--- src/rtl/uart_arb_pkg.sv ---
// uart_arb_pkg: shared types and widths for the UART bus arbiter.
//   arb_state_e  : arbiter FSM state (IDLE, ISSUE, WAIT, GAP)
//   UART_BYTE_W  : width of the UART register port data
//   TMO_CNT_W    : width of the WAIT-state timeout counter (ARB_TIMEOUT_EN builds)
package uart_arb_pkg;

  localparam int UART_BYTE_W = 8;
  localparam int TMO_CNT_W   = 16;

  typedef enum logic [1:0] {
    IDLE  = 2'd0,
    ISSUE = 2'd1,
    WAIT  = 2'd2,
    GAP   = 2'd3
  } arb_state_e;

endpackage

--- src/rtl/rr_arbiter.sv ---
// rr_arbiter: round-robin requester selection with its own priority pointer.
//   clk, rst_n : clock, asynchronous active-low reset (pointer returns to 0)
//   req        : request vector, one bit per requester
//   upd        : pulse when a transaction completes
//   served     : one-hot owner of the completing transaction (valid with upd)
//   gnt        : one-hot winner, searched from the pointer upwards (combinational)
//   any        : at least one request is present
module rr_arbiter #(
  parameter int NREQ = 2
) (
  input  logic            clk,
  input  logic            rst_n,
  input  logic [NREQ-1:0] req,
  input  logic            upd,
  input  logic [NREQ-1:0] served,
  output logic [NREQ-1:0] gnt,
  output logic            any
);

  localparam int PTR_W = $clog2(NREQ);
  localparam logic [PTR_W-1:0] PTR_LAST = PTR_W'(NREQ - 1);

  logic [PTR_W-1:0]    ptr_r;
  logic [PTR_W-1:0]    ptr_nxt_s;
  logic [PTR_W-1:0]    served_idx_s;
  logic [2*NREQ-1:0]   req_dbl_s;
  logic [2*NREQ-1:0]   gnt_dbl_s;
  logic [NREQ-1:0]     rot_req_s;
  logic [NREQ-1:0]     rot_gnt_s;

  // Rotate requests so the pointer sits at bit 0, keep the lowest set bit,
  // then rotate the winner back. The doubled vectors make the rotation a shift.
  always_comb begin
    req_dbl_s = {req, req} >> ptr_r;
    rot_req_s = req_dbl_s[NREQ-1:0];
    rot_gnt_s = rot_req_s & (~rot_req_s + NREQ'(1));
    gnt_dbl_s = {rot_gnt_s, rot_gnt_s} << ptr_r;
    gnt       = gnt_dbl_s[2*NREQ-1:NREQ];
    any       = |req;
  end

  // Next pointer: one past the requester just served, wrapping at NREQ.
  always_comb begin
    served_idx_s = '0;
    for (int i = 0; i < NREQ; i++) begin
      served_idx_s = served_idx_s | (served[i] ? PTR_W'(i) : PTR_W'(0));
    end
    if (served_idx_s == PTR_LAST) begin
      ptr_nxt_s = '0;
    end else begin
      ptr_nxt_s = served_idx_s + PTR_W'(1);
    end
  end

  // Priority pointer register.
  always_ff @(posedge clk or negedge rst_n) begin
    if (!rst_n) begin
      ptr_r <= '0;
    end else if (upd) begin
      ptr_r <= ptr_nxt_s;
    end else begin
      ptr_r <= ptr_r;
    end
  end

endmodule

--- src/rtl/uart_bus_arbiter.sv ---
// uart_bus_arbiter: shares one byte-wide UART register port (en/w_en/r_en/ready)
// between NREQ requesters, one transaction at a time, round-robin.
//   clk, rst_n     : clock, asynchronous active-low reset (aborts any transaction)
//   req_valid/we   : per-requester request level and write flag
//   req_wdata      : per-requester write byte, requester i at [8i+7:8i]
//   req_ready      : one-cycle completion pulse to the served requester
//   req_rdata      : last read byte, held until the next completion
//   req_err        : high with req_ready when the transaction timed out
//   uart_*         : UART register port (uart_en high for the whole access)
//   grant, busy    : current one-hot owner, FSM not idle
// Optional build macro ARB_TIMEOUT_EN: adds a WAIT-state timeout of
// TIMEOUT_CYCLES cycles; without it WAIT lasts until uart_ready and req_err is 0.
module uart_bus_arbiter
  import uart_arb_pkg::*;
#(
  parameter int NREQ           = 2,
  parameter int GAP_CYCLES     = 2,
  parameter int TIMEOUT_CYCLES = 1024
) (
  input  logic                        clk,
  input  logic                        rst_n,
  input  logic [NREQ-1:0]             req_valid,
  input  logic [NREQ-1:0]             req_we,
  input  logic [UART_BYTE_W*NREQ-1:0] req_wdata,
  output logic [NREQ-1:0]             req_ready,
  output logic [UART_BYTE_W-1:0]      req_rdata,
  output logic                        req_err,
  output logic                        uart_en,
  output logic                        uart_w_en,
  output logic                        uart_r_en,
  output logic [UART_BYTE_W-1:0]      uart_w_data,
  input  logic [UART_BYTE_W-1:0]      uart_r_data,
  input  logic                        uart_ready,
  output logic [NREQ-1:0]             grant,
  output logic                        busy
);

  localparam int GAP_W = (GAP_CYCLES > 1) ? $clog2(GAP_CYCLES) : 1;
  localparam logic [GAP_W-1:0] GAP_LAST = GAP_W'(GAP_CYCLES - 1);

  arb_state_e               state_r, state_nxt_s;
  logic [NREQ-1:0]          grant_r, grant_nxt_s;
  logic                     uart_en_r, en_nxt_s;
  logic                     uart_w_en_r, w_en_nxt_s;
  logic                     uart_r_en_r, r_en_nxt_s;
  logic [UART_BYTE_W-1:0]   uart_w_data_r, w_data_nxt_s;
  logic [UART_BYTE_W-1:0]   req_rdata_r, rdata_nxt_s;
  logic [NREQ-1:0]          req_ready_r, ready_nxt_s;
  logic                     req_err_r, err_nxt_s;
  logic                     busy_r;
  logic [GAP_W-1:0]         gap_cnt_r, gap_nxt_s;
  logic                     upd_s;
  logic [NREQ-1:0]          gnt_s;
  logic                     any_s;
  logic                     sel_we_s;
  logic [UART_BYTE_W-1:0]   sel_wdata_s;
  logic                     tmo_hit_s;

  rr_arbiter #(.NREQ(NREQ)) u_rr (
    .clk    (clk),
    .rst_n  (rst_n),
    .req    (req_valid),
    .upd    (upd_s),
    .served (grant_r),
    .gnt    (gnt_s),
    .any    (any_s)
  );

  // One-hot mux of the winning requester's write flag and byte.
  always_comb begin
    sel_we_s    = 1'b0;
    sel_wdata_s = '0;
    for (int i = 0; i < NREQ; i++) begin
      sel_we_s    = sel_we_s | (gnt_s[i] & req_we[i]);
      sel_wdata_s = sel_wdata_s
                  | (req_wdata[i*UART_BYTE_W +: UART_BYTE_W] & {UART_BYTE_W{gnt_s[i]}});
    end
  end

`ifdef ARB_TIMEOUT_EN
  localparam logic [TMO_CNT_W-1:0] TMO_LAST = TMO_CNT_W'(TIMEOUT_CYCLES - 1);
  logic [TMO_CNT_W-1:0] tmo_cnt_r;

  // WAIT cycle counter; held at zero elsewhere so it is clear on WAIT entry.
  always_ff @(posedge clk or negedge rst_n) begin
    if (!rst_n) begin
      tmo_cnt_r <= '0;
    end else if (state_r == WAIT) begin
      tmo_cnt_r <= tmo_cnt_r + TMO_CNT_W'(1);
    end else begin
      tmo_cnt_r <= '0;
    end
  end

  assign tmo_hit_s = (state_r == WAIT) && (tmo_cnt_r == TMO_LAST);
`else
  assign tmo_hit_s = 1'b0;
`endif

  // Next state and next values of every registered output.
  always_comb begin
    state_nxt_s  = state_r;
    grant_nxt_s  = grant_r;
    en_nxt_s     = uart_en_r;
    w_en_nxt_s   = uart_w_en_r;
    r_en_nxt_s   = uart_r_en_r;
    w_data_nxt_s = uart_w_data_r;
    rdata_nxt_s  = req_rdata_r;
    ready_nxt_s  = '0;
    err_nxt_s    = 1'b0;
    gap_nxt_s    = gap_cnt_r;
    upd_s        = 1'b0;
    case (state_r)
      IDLE: begin
        if (any_s) begin
          grant_nxt_s  = gnt_s;
          en_nxt_s     = 1'b1;
          w_en_nxt_s   = sel_we_s;
          r_en_nxt_s   = ~sel_we_s;
          w_data_nxt_s = sel_wdata_s;
          state_nxt_s  = ISSUE;
        end else begin
          state_nxt_s  = IDLE;
        end
      end
      // The UART cannot answer this early, so uart_ready is not looked at here.
      ISSUE: begin
        state_nxt_s = WAIT;
      end
      WAIT: begin
        if (uart_ready || tmo_hit_s) begin
          ready_nxt_s = grant_r;
          grant_nxt_s = '0;
          en_nxt_s    = 1'b0;
          w_en_nxt_s  = 1'b0;
          r_en_nxt_s  = 1'b0;
          upd_s       = 1'b1;
          gap_nxt_s   = '0;
          state_nxt_s = GAP;
          // A real answer beats a coincident expiry.
          if (uart_ready) begin
            err_nxt_s = 1'b0;
            if (uart_r_en_r) begin
              rdata_nxt_s = uart_r_data;
            end else begin
              rdata_nxt_s = req_rdata_r;
            end
          end else begin
            err_nxt_s   = 1'b1;
            rdata_nxt_s = '0;
          end
        end else begin
          state_nxt_s = WAIT;
        end
      end
      GAP: begin
        if (gap_cnt_r == GAP_LAST) begin
          gap_nxt_s   = '0;
          state_nxt_s = IDLE;
        end else begin
          gap_nxt_s   = gap_cnt_r + GAP_W'(1);
          state_nxt_s = GAP;
        end
      end
      default: begin
        grant_nxt_s = '0;
        en_nxt_s    = 1'b0;
        w_en_nxt_s  = 1'b0;
        r_en_nxt_s  = 1'b0;
        gap_nxt_s   = '0;
        state_nxt_s = IDLE;
      end
    endcase
  end

  // State and output registers.
  always_ff @(posedge clk or negedge rst_n) begin
    if (!rst_n) begin
      state_r       <= IDLE;
      grant_r       <= '0;
      uart_en_r     <= 1'b0;
      uart_w_en_r   <= 1'b0;
      uart_r_en_r   <= 1'b0;
      uart_w_data_r <= '0;
      req_rdata_r   <= '0;
      req_ready_r   <= '0;
      req_err_r     <= 1'b0;
      busy_r        <= 1'b0;
      gap_cnt_r     <= '0;
    end else begin
      state_r       <= state_nxt_s;
      grant_r       <= grant_nxt_s;
      uart_en_r     <= en_nxt_s;
      uart_w_en_r   <= w_en_nxt_s;
      uart_r_en_r   <= r_en_nxt_s;
      uart_w_data_r <= w_data_nxt_s;
      req_rdata_r   <= rdata_nxt_s;
      req_ready_r   <= ready_nxt_s;
      req_err_r     <= err_nxt_s;
      busy_r        <= (state_nxt_s != IDLE);
      gap_cnt_r     <= gap_nxt_s;
    end
  end

  assign grant       = grant_r;
  assign uart_en     = uart_en_r;
  assign uart_w_en   = uart_w_en_r;
  assign uart_r_en   = uart_r_en_r;
  assign uart_w_data = uart_w_data_r;
  assign req_rdata   = req_rdata_r;
  assign req_ready   = req_ready_r;
  assign req_err     = req_err_r;
  assign busy        = busy_r;

endmodule
--- config.mk ---
export PLATFORM = sky130hd
export DESIGN_NAME = uart_bus_arbiter
export DESIGN_NICKNAME = d
export VERILOG_FILES = /design/src/rtl/uart_arb_pkg.sv /design/src/rtl/rr_arbiter.sv /design/src/rtl/uart_bus_arbiter.sv
export SDC_FILE = /design/constraint.sdc
export NUM_CORES = 1
export LEC_CHECK = 0
export BUFFER_PORTS_ARGS = -buffer_cell sky130_fd_sc_hd__buf_4
export CAP_MARGIN = 0
export CELL_PAD_IN_SITES_DETAIL_PLACEMENT = 1
export CELL_PAD_IN_SITES_GLOBAL_PLACEMENT = 1
export CORE_UTILIZATION = 30
export DETAILED_ROUTE_END_ITERATION = 10
export PLACE_DENSITY_LB_ADDON = 0.1
export SYNTH_ARGS = -nofsm -noshare
export SYNTH_HDL_FRONTEND = slang
export SYNTH_SLANG_ARGS = --single-unit
--- constraint.sdc ---
create_clock -name clk -period 1.17 [get_ports clk]
set_input_delay 0.234 -clock clk [delete_from_list [all_inputs] [get_ports clk]]
set_output_delay 0.234 -clock clk [all_outputs]
set_load 0.05 [all_outputs]
[After elaboration in Yosys (flattened, before gate mapping)]
Cells that the tools add are included.
Storage, ports and cells
  bits in registers: 28
  bits of input ports: 31
  output and inout port bits: 25
  logic and storage cells: 61
Cells by class
  add/sub/neg operators: 3
  equality and inequality tests: 5
  shift operators: 2
  mux-type cells: 22
  bitwise gates (word level): 9
  reduce and logical (&&, ||, !) cells: 9
Operator list (count)
  bitwise AND 8 bit: 2
  2-to-1 mux 1 bit: 11
  2-to-1 mux 2 bit: 5
  bitwise OR 8 bit: 1
  one-hot mux 1 bit (2 select lines): 4
  one-hot mux 2 bit (4 select lines): 1
  AND reduction 3 bit: 2
  nonzero test 2 bit: 3
  == test 2 bit (second input constant): 2
  != test 2 bit (second input constant): 2
  one-hot mux 2 bit (2 select lines): 1
  AND reduction 2 bit: 2
  left shift 4 x 1 -> 4 bit: 1
  >> shifter 4 x 1 -> 2 bit: 1
  adder 1 bit (second input constant): 2
  adder 2 x 1 -> 2 bit (second input constant): 1
  bitwise AND 1 bit: 2
  bitwise AND 2 bit: 1
  == test 2 x 1 -> 1 bit (second input constant): 1
  zero test 2 bit: 1
  inverter 2 bit: 1
  OR reduction 2 bit: 1
  inverter 1 bit: 1
  bitwise OR 1 bit: 1

[Logic depth before layout (Yosys ltp)]
Gate-level depths: netlist of the first run.
  depth after elaboration: 10
  gate-level depth with buffers: 5
  depth with buffers taken out: 3

[Hierarchy]
A second synthesis of the first run with hierarchy kept.
Second synthesis, totals
  cells, all modules: 96
  area total of the unflattened synthesis: 1206.2 µm²
By module, submodules not included
  uart_bus_arbiter: instances 1, cells an instance 89, area each 1147.4 µm², sequential area each 675.6 µm²
  rr_arbiter: instances 1, cells an instance 7, area each 58.8 µm², sequential area each 25.0 µm²

[Worst setup path after synthesis of the first run]
OpenSTA, ideal clock, no wires.
  path type: flip-flop to flip-flop
  start: register uart_r_en_r (netlist: uart_r_en)
  end: register req_rdata_r[0] (netlist: req_rdata[0])
  library setup time: 125 ps
  data arrival time: 1139 ps
  required time: 1045 ps
  path slack: -94 ps
  stages on the path, launching flop included: 3
  path buffers: 0
  clock period less this slack: 1264 ps
  cells stage by stage: dfrtp_1 nand2_2 mux2_2
On the way
  cells in the longest elaborated chain, start to end: 1
Ends and longest elaborated chain
  start, declared: line uart_bus_arbiter.sv:45  | logic uart_r_en_r, r_en_nxt_s;
  start signal, assigned: line uart_bus_arbiter.sv:195  | uart_r_en_r <= r_en_nxt_s;
  AND reduction 3 bit (no line)
  end signal, assigned: line uart_bus_arbiter.sv:197  | req_rdata_r <= rdata_nxt_s;
  end, declared: line uart_bus_arbiter.sv:47  | logic [UART_BYTE_W-1:0] req_rdata_r, rdata_nxt_s;
No other way between the ends.
A chain may end at the register's enable or synchronous reset.

[Worst setup path in the final report of the first run]
  start: register state_r[0]
  end: register req_rdata_r[5] (netlist: req_rdata[5])
On the way
  cells in the longest elaborated chain, start to end: 2
Ends and longest elaborated chain
  start, declared: line uart_bus_arbiter.sv:41  | arb_state_e state_r, state_nxt_s;
  start signal, assigned: line uart_bus_arbiter.sv:191  | state_r <= state_nxt_s;
  == test 2 bit: line uart_bus_arbiter.sv:113  | case (state_r)
  AND reduction 3 bit (no line)
No other way between the ends.

==> results of run 1 <==
critical path, delay by kind of cell, from the launching register on:
kind          cells  cell delay (ns)
simple gates      2             0.41
mux               1             0.30
flops             1             0.46
cells by family after synthesis:
family	Yosys count	synth area share (%)
other cells	1	0.311
mux	8	7.48
simple gates	26	12.5
compound gates	26	15.6
flops	28	58.2
buf+inv	15	6.02
metal layers:
| metal | up-vias | wire length (um) | GRT usage [%] |
|---|---|---|---|
| met1 | 539 | 1380 | 19.3 |
| li1 | 524 | - | - |
| met5 | - | 0 | 0 |
| met2 | 32 | 1670 | 27.4 |
| met4 | 0 | 61 | 5.71 |
| met3 | 7 | 155 | 2.78 |
power breakdown:
| group | total (mW) | switching, mW | internal [mW] |
|---|---|---|---|
| Combinational | 3.49 | 2.06 | 1.43 |
| Clock | 0.774 | 0.316 | 0.459 |
| Sequential | 1.69 | 0.288 | 1.41 |
| Total | 5.96 | 2.67 | 3.30 |
cells in the final DEF (no fill, tap or decap), drive strengths merged, types with 2 or more instances in the layout:
cell type	count
inv	10
nand4	5
dfrtp	28
buf	78
nand2	4
a32oi	3
a21o	2
nor2	4
o21ai	4
a21oi	6
mux2	8
clkbuf	3
and2	3
nand3b	2
o221ai	5
per-stage QoR:
| stage | std cells | setup slack [ns] | util (%) | power [mW] |
|---|---|---|---|---|
| 2_1_floorplan | 104 | -0.0829 | - | 3.71 |
| 3_3_place_gp | 218 | -0.0674 | 47.8 | 4.70 |
| 3_5_place_dp | 218 | -0.105 | 47.8 | 4.76 |
| 4_1_cts | 226 | -0.107 | 51.7 | 5.71 |
| 5_1_grt | 230 | -0.193 | 55.1 | 6.28 |
| 6_report | 230 | -0.118 | 55.1 | 5.96 |
path summary, 6_finish.rpt:
| check | endpoint | slack (ns) | depth (start not counted) |
|---|---|---|---|
| worst max register to register | req_rdata[5]$_DFFE_PN0P_ | -0.12 | 3 |
| worst min register to register | state_r[0]$_DFF_PN0_ | 0.49 | 1 |
| worst max-delay path | req_rdata[5]$_DFFE_PN0P_ | -0.12 | 3 |
| worst min-delay path | uart_r_en$_DFFE_PN0P_ | 0.18 | 2 |
| max in group asynchronous | uart_r_en$_DFFE_PN0P_ | 0.49 | 2 |
| min in group asynchronous | req_rdata[3]$_DFFE_PN0P_ | 0.40 | 2 |
registers in the layout (all words and copies together), names as in the netlist:
signal	count
busy	1
gap_cnt_r	1
grant	2
req_rdata	8
req_ready	2
state_r	2
u_rr.ptr_r	1
uart_en	1
uart_r_en	1
uart_w_data	8
uart_w_en	1
layout make-up:
| class | count | area, sq um | share of cell area (%) |
|---|---|---|---|
| multi-input cells | 61 | 563 | 27.3 |
| repair buffers | 79 | 626 | 30.3 |
| inverters | 10 | 37.5 | 1.82 |
| clock inverters | 1 | 30.0 | 1.46 |
| flip-flops and latches | 28 | 704 | 34.2 |
| clock buffers | 3 | 41.3 | 2.00 |
| well taps | 48 | 60.1 | 2.91 |
what timing repair did:
action / CTS / global route
cloned: 0 / 0
resized for setup: 14 / 20
setup endpoints to repair: 23 / 24
pin swaps: 4 / 6
buffers inserted: 3 / 5
hold buffers: 1 / 0
hold endpoints to repair: 28 / 0
==> impl_metrics.yaml, run 1 <==
outcome:
  outcome: "finished, violations left"
  violations: "negative setup slack"
clocking:
  cts_tree: "done"
  clock_latency_ns: 0.28
  numCtsBuffers: 3
  cts_sinks: 28
  htreeDepth: 1
  cts_root_buf: "clkbuf_8"
  path_clk_slew_ns: 0.10
  clk_path_buf_depth: 2
synth:
  syn_inst: 104
  ys_seq_area_share_pct: 58.2
  synth-seq-cells: 28
  synth_top_area_share_pct: 58.2
  synthDistinctLibCells: 33
  synth.net_count: 135
  synth_edf_count: 0
  synth_area_per_cell_sq_um: 11.6
  synthFlopType: "dfrtp_1"
  synthArstFlopShare_pct: 100
  netlist.top_cell.by_area: "dfrtp_1"
  synthTopCellsByArea: "dfrtp_1 58%, mux2_2 7.5%, o221ai_1 3.6%"
  netlist_area_sq_um: 1200
  synth.yosys.warnings: 0
  synth_top_cells_by_count: "28 x dfrtp_1, 10 x inv_1, 8 x mux2_2"
  yosysMostFrequentCell: "dfrtp_1"
grt:
  grt_max_degree: 29
  grt_pass1_wl_um: 5050
  grt_usage_pct: 15.7
  antenna_found_initial: 0
  grt_pass1_vias: 1080
  overflow: 0
final_layout:
  diodes: 0
  postLayoutCellArea_sq_um: 2060
  final_nets: 214
  fill_cells: 426
  layout-drive-gt1-share_pct: 61.5
  area_growth_pct: 71.1
job:
  max-cap-violations: 0
floorplan:
  rows: 22
  start_util_pct: 32.2
  die_h_um: 65.4
  die_area_sq_um: 4270
  die_w_um: 65.4
  ios: 56
  coreArea_sq_um: 3740
sta:
  rsz0062_at_grt: "true"
  fin_crit_sh_pct: 110
  hold_ws_ns: 0.176
  fin_setup_tns_ns: -1.43
  report.final.slew_viol_count: 0
  final.setup_skew_ns: 0.00228
  finalSetupViolCount: 21
  period_needed_ns: 1.29
  fin_ws_ns: -0.118
  hold_viol: 0
  fmax_ghz: 0.776
route:
  num_vias: 1102
  vias_per_cell: 4.79
  remaining_drc_errors: 0
  first_pass_iters: 3
  drtAntennaViolNets: 0
  wl_um: 3270
  drtIter0Drc: 26
  wl_per_cell_um: 14.2
power_and_ir_drop:
  vdd_ir_drop_max_v: 0.00113
  power.leakage_nw: 1.04
  power.density_nw_per_um2: 2890
setup_path:
  path_class: "reg -> reg"
  reg2reg_from: "state_r[0]$_DFF_PN0_"
  end_kind: "flop"
  crit_arrival_ns: 1.46
  slowest_stage: "dfrtp_2"
  cp.required_ns: 1.35
  critPathMaxFanout: 8
  max_stage_delay_ns: 0.46
  critPathLaunchType: "flop"
  cp-startpoint: "state_r[0]$_DFF_PN0_"
  crit_chain: "and3b_2 -> nand2_8 -> mux2_4"
placed_design:
  postPlaceCellArea_sq_um: 1790
  dp_hpwl_um: 2290
  numPortBuffers: 54
  gp_congestion: 0.749
hold_path:
  hp-start: "req_we[1]"
  min_path_type: "in -> reg"
No activity file was read; power rests on OpenSTA's default activity.
==> run 2: changes to the inputs <==
--- a/config.mk
+++ b/config.mk
@@ -9,6 +9,7 @@
 export CAP_MARGIN = 0
 export CELL_PAD_IN_SITES_DETAIL_PLACEMENT = 1
 export CELL_PAD_IN_SITES_GLOBAL_PLACEMENT = 1
+export CORE_ASPECT_RATIO = 1.4
 export CORE_UTILIZATION = 30
 export DETAILED_ROUTE_END_ITERATION = 10
 export PLACE_DENSITY_LB_ADDON = 0.1
==> run 2 against run 1 <==
The run still ends with negative setup slack left. Clock power shrank 0.9%. Count of clock-buffer cells in the layout did not move. Fmax decreased by 0.94%. Die area barely moved. Highest routed layer unchanged. Utilization shrank 4.5 points. Via count is 2.4% lower. Critical path depth unchanged. First-iteration DRC count fell by 50%. Non-clock buffer count shrank 10. Power down 5.0%. Sequential power hardly changed.
==> impl_metrics.yaml, run 2 (synthesized netlist as in run 1, its figures left out) <==
outcome:
  violations: "negative setup slack"
  outcome: "finished, violations left"
setup_path:
  r2r_end: "req_rdata[1]$_DFFE_PN0P_"
  critPathMaxFanout: 8
  crit_chain: "and3b_2 -> nand2_8 -> mux2_4"
  cp.required_ns: 1.33
  slowest_stage: "dfrtp_1"
  ff2ff_path_depth: 3
  path_class: "reg -> reg"
  critPathLaunchType: "flop"
  end_kind: "flop"
  crit_arrival_ns: 1.46
  max_stage_delay_ns: 0.44
  reg2reg_from: "state_r[0]$_DFF_PN0_"
  cp-startpoint: "state_r[0]$_DFF_PN0_"
  r2r_slack_ns: -0.13
clocking:
  clock_latency_ns: 0.27
  path_clk_slew_ns: 0.10
  numCtsBuffers: 3
  cts_root_buf: "clkbuf_8"
  cts_tree: "done"
  clk_path_buf_depth: 2
  cts_sinks: 28
  htreeDepth: 1
route:
  remaining_drc_errors: 0
  first_pass_iters: 3
  wl_per_cell_um: 16.2
  drtIter0Drc: 13
  num_vias: 1076
  wl_um: 3460
  drtAntennaViolNets: 0
  vias_per_cell: 5.03
placed_design:
  numPortBuffers: 54
  postPlaceCellArea_sq_um: 1750
  dp_hpwl_um: 2560
  gp_congestion: 0.776
  placed_cells: 208
sta:
  report.final.slew_viol_count: 0
  hold_viol: 0
  period_needed_ns: 1.30
  finalSetupViolCount: 21
  final.setup_skew_ns: 0.00384
  fin_setup_tns_ns: -1.66
  rsz0062_at_grt: "true"
  fin_crit_sh_pct: 111
  fin_ws_ns: -0.130
  fmax_ghz: 0.769
floorplan:
  start_util_pct: 32.2
  die_w_um: 55.6
  die_h_um: 77.0
  ios: 56
  die_area_sq_um: 4280
  coreArea_sq_um: 3740
  rows: 26
final_layout:
  mostFrequentLayoutCell: "buf_4"
  layout-drive-gt1-share_pct: 54.7
  diodes: 0
  layout_common_cells: "67 x buf_4, 26 x dfrtp_1, 10 x inv_1"
  fill_cells: 408
  postLayoutCellArea_sq_um: 1890
  fin_cells: 214
  final_nets: 204
  area_growth_pct: 57.1
power_and_ir_drop:
  p_comb_share_pct: 56.5
  power.density_nw_per_um2: 2990
  switching_share_pct: 46.0
  power.leakage_nw: 0.963
  seqPwrFrac_pct: 30.0
  p_int_mw: 3.06
  p_switching_mw: 2.61
  clkPwrFrac_pct: 13.5
  vdd_ir_drop_max_v: 0.00222
job:
  max-cap-violations: 0
grt:
  grt_pass1_vias: 1146
  grt_max_degree: 29
  overflow: 0
  grt_pass1_wl_um: 5440
  antenna_found_initial: 0
  grt_usage_pct: 16.1
hold_path:
  min_path_type: "in -> reg"
  min_path_cells: 2
  hp-start: "req_we[1]"
  worstHoldEndpoint: "uart_r_en$_DFFE_PN0P_"
run 2: worst max-delay path by stage:
stage / slack, ns / end / cells past startpoint
after floorplan: -0.08 / grant[0]$_DFFE_PN0P_ / 3
after CTS: -0.13 / req_rdata[6]$_DFFE_PN0P_ / 3
after global placement: -0.08 / grant[0]$_DFFE_PN0P_ / 3
after detailed placement: -0.13 / uart_w_data[6]$_DFFE_PN0P_ / 3
final: -0.13 / req_rdata[1]$_DFFE_PN0P_ / 3
after global routing: -0.17 / req_rdata[2]$_DFFE_PN0P_ / 3
run 2: final cells by class:
class                   count  area, sq um  share of cell area (%)
inverters                  10         37.5                    1.98
clock buffers               3         41.3                    2.18
flip-flops and latches     28          703                    37.1
clock inverters             1         30.0                    1.59
multi-input cells          61          504                    26.6
repair buffers             69          524                    27.7
well taps                  42         52.6                    2.78
run 2: routing by layer:
layer	global-route usage (%)	wire, um
met1	18.3	1370
met2	29.9	1920
met3	2.36	130
met4	6.00	43
met5	0	0
run 2: power groups by stage:
| stage | combinational, mW | clock [mW] | sequential (mW) |
|---|---|---|---|
| 2_1_floorplan | 0.810 | 0 | 2.90 |
| 3_3_place_gp | 3.01 | 0 | 1.67 |
| 3_5_place_dp | 3.07 | 0 | 1.69 |
| 4_1_cts | 3.11 | 0.794 | 1.68 |
| 5_1_grt | 3.37 | 0.817 | 1.75 |
| 6_report | 3.20 | 0.767 | 1.70 |
run 2: repair_timing:
item | CTS | global route
resized for setup | 3 | 13
setup endpoints to repair | 23 | 25
pin swaps | 2 | 3
hold buffers | 1 | 0
endpoints found under the hold margin | 28 | 0
buffers inserted | 0 | 1
run 2: critical path, delay by kind of cell (launching register included):
family           cells  cell delay [ns]
flip-flops           1             0.44
AND/OR/NAND/NOR      2             0.43
multiplexers         1             0.31
run 2: through the flow:
step                      hold WS, ns  setup WS, ns  util [%]  power (mW)
after floorplan               -0.0616       -0.0829         -        3.71
after global placement          0.167       -0.0846      46.8        4.67
after detailed placement        0.173        -0.128      46.8        4.76
after CTS                       0.157        -0.125      49.3        5.58
after global routing            0.174        -0.173      50.6        5.94
final                           0.163        -0.130      50.6        5.67
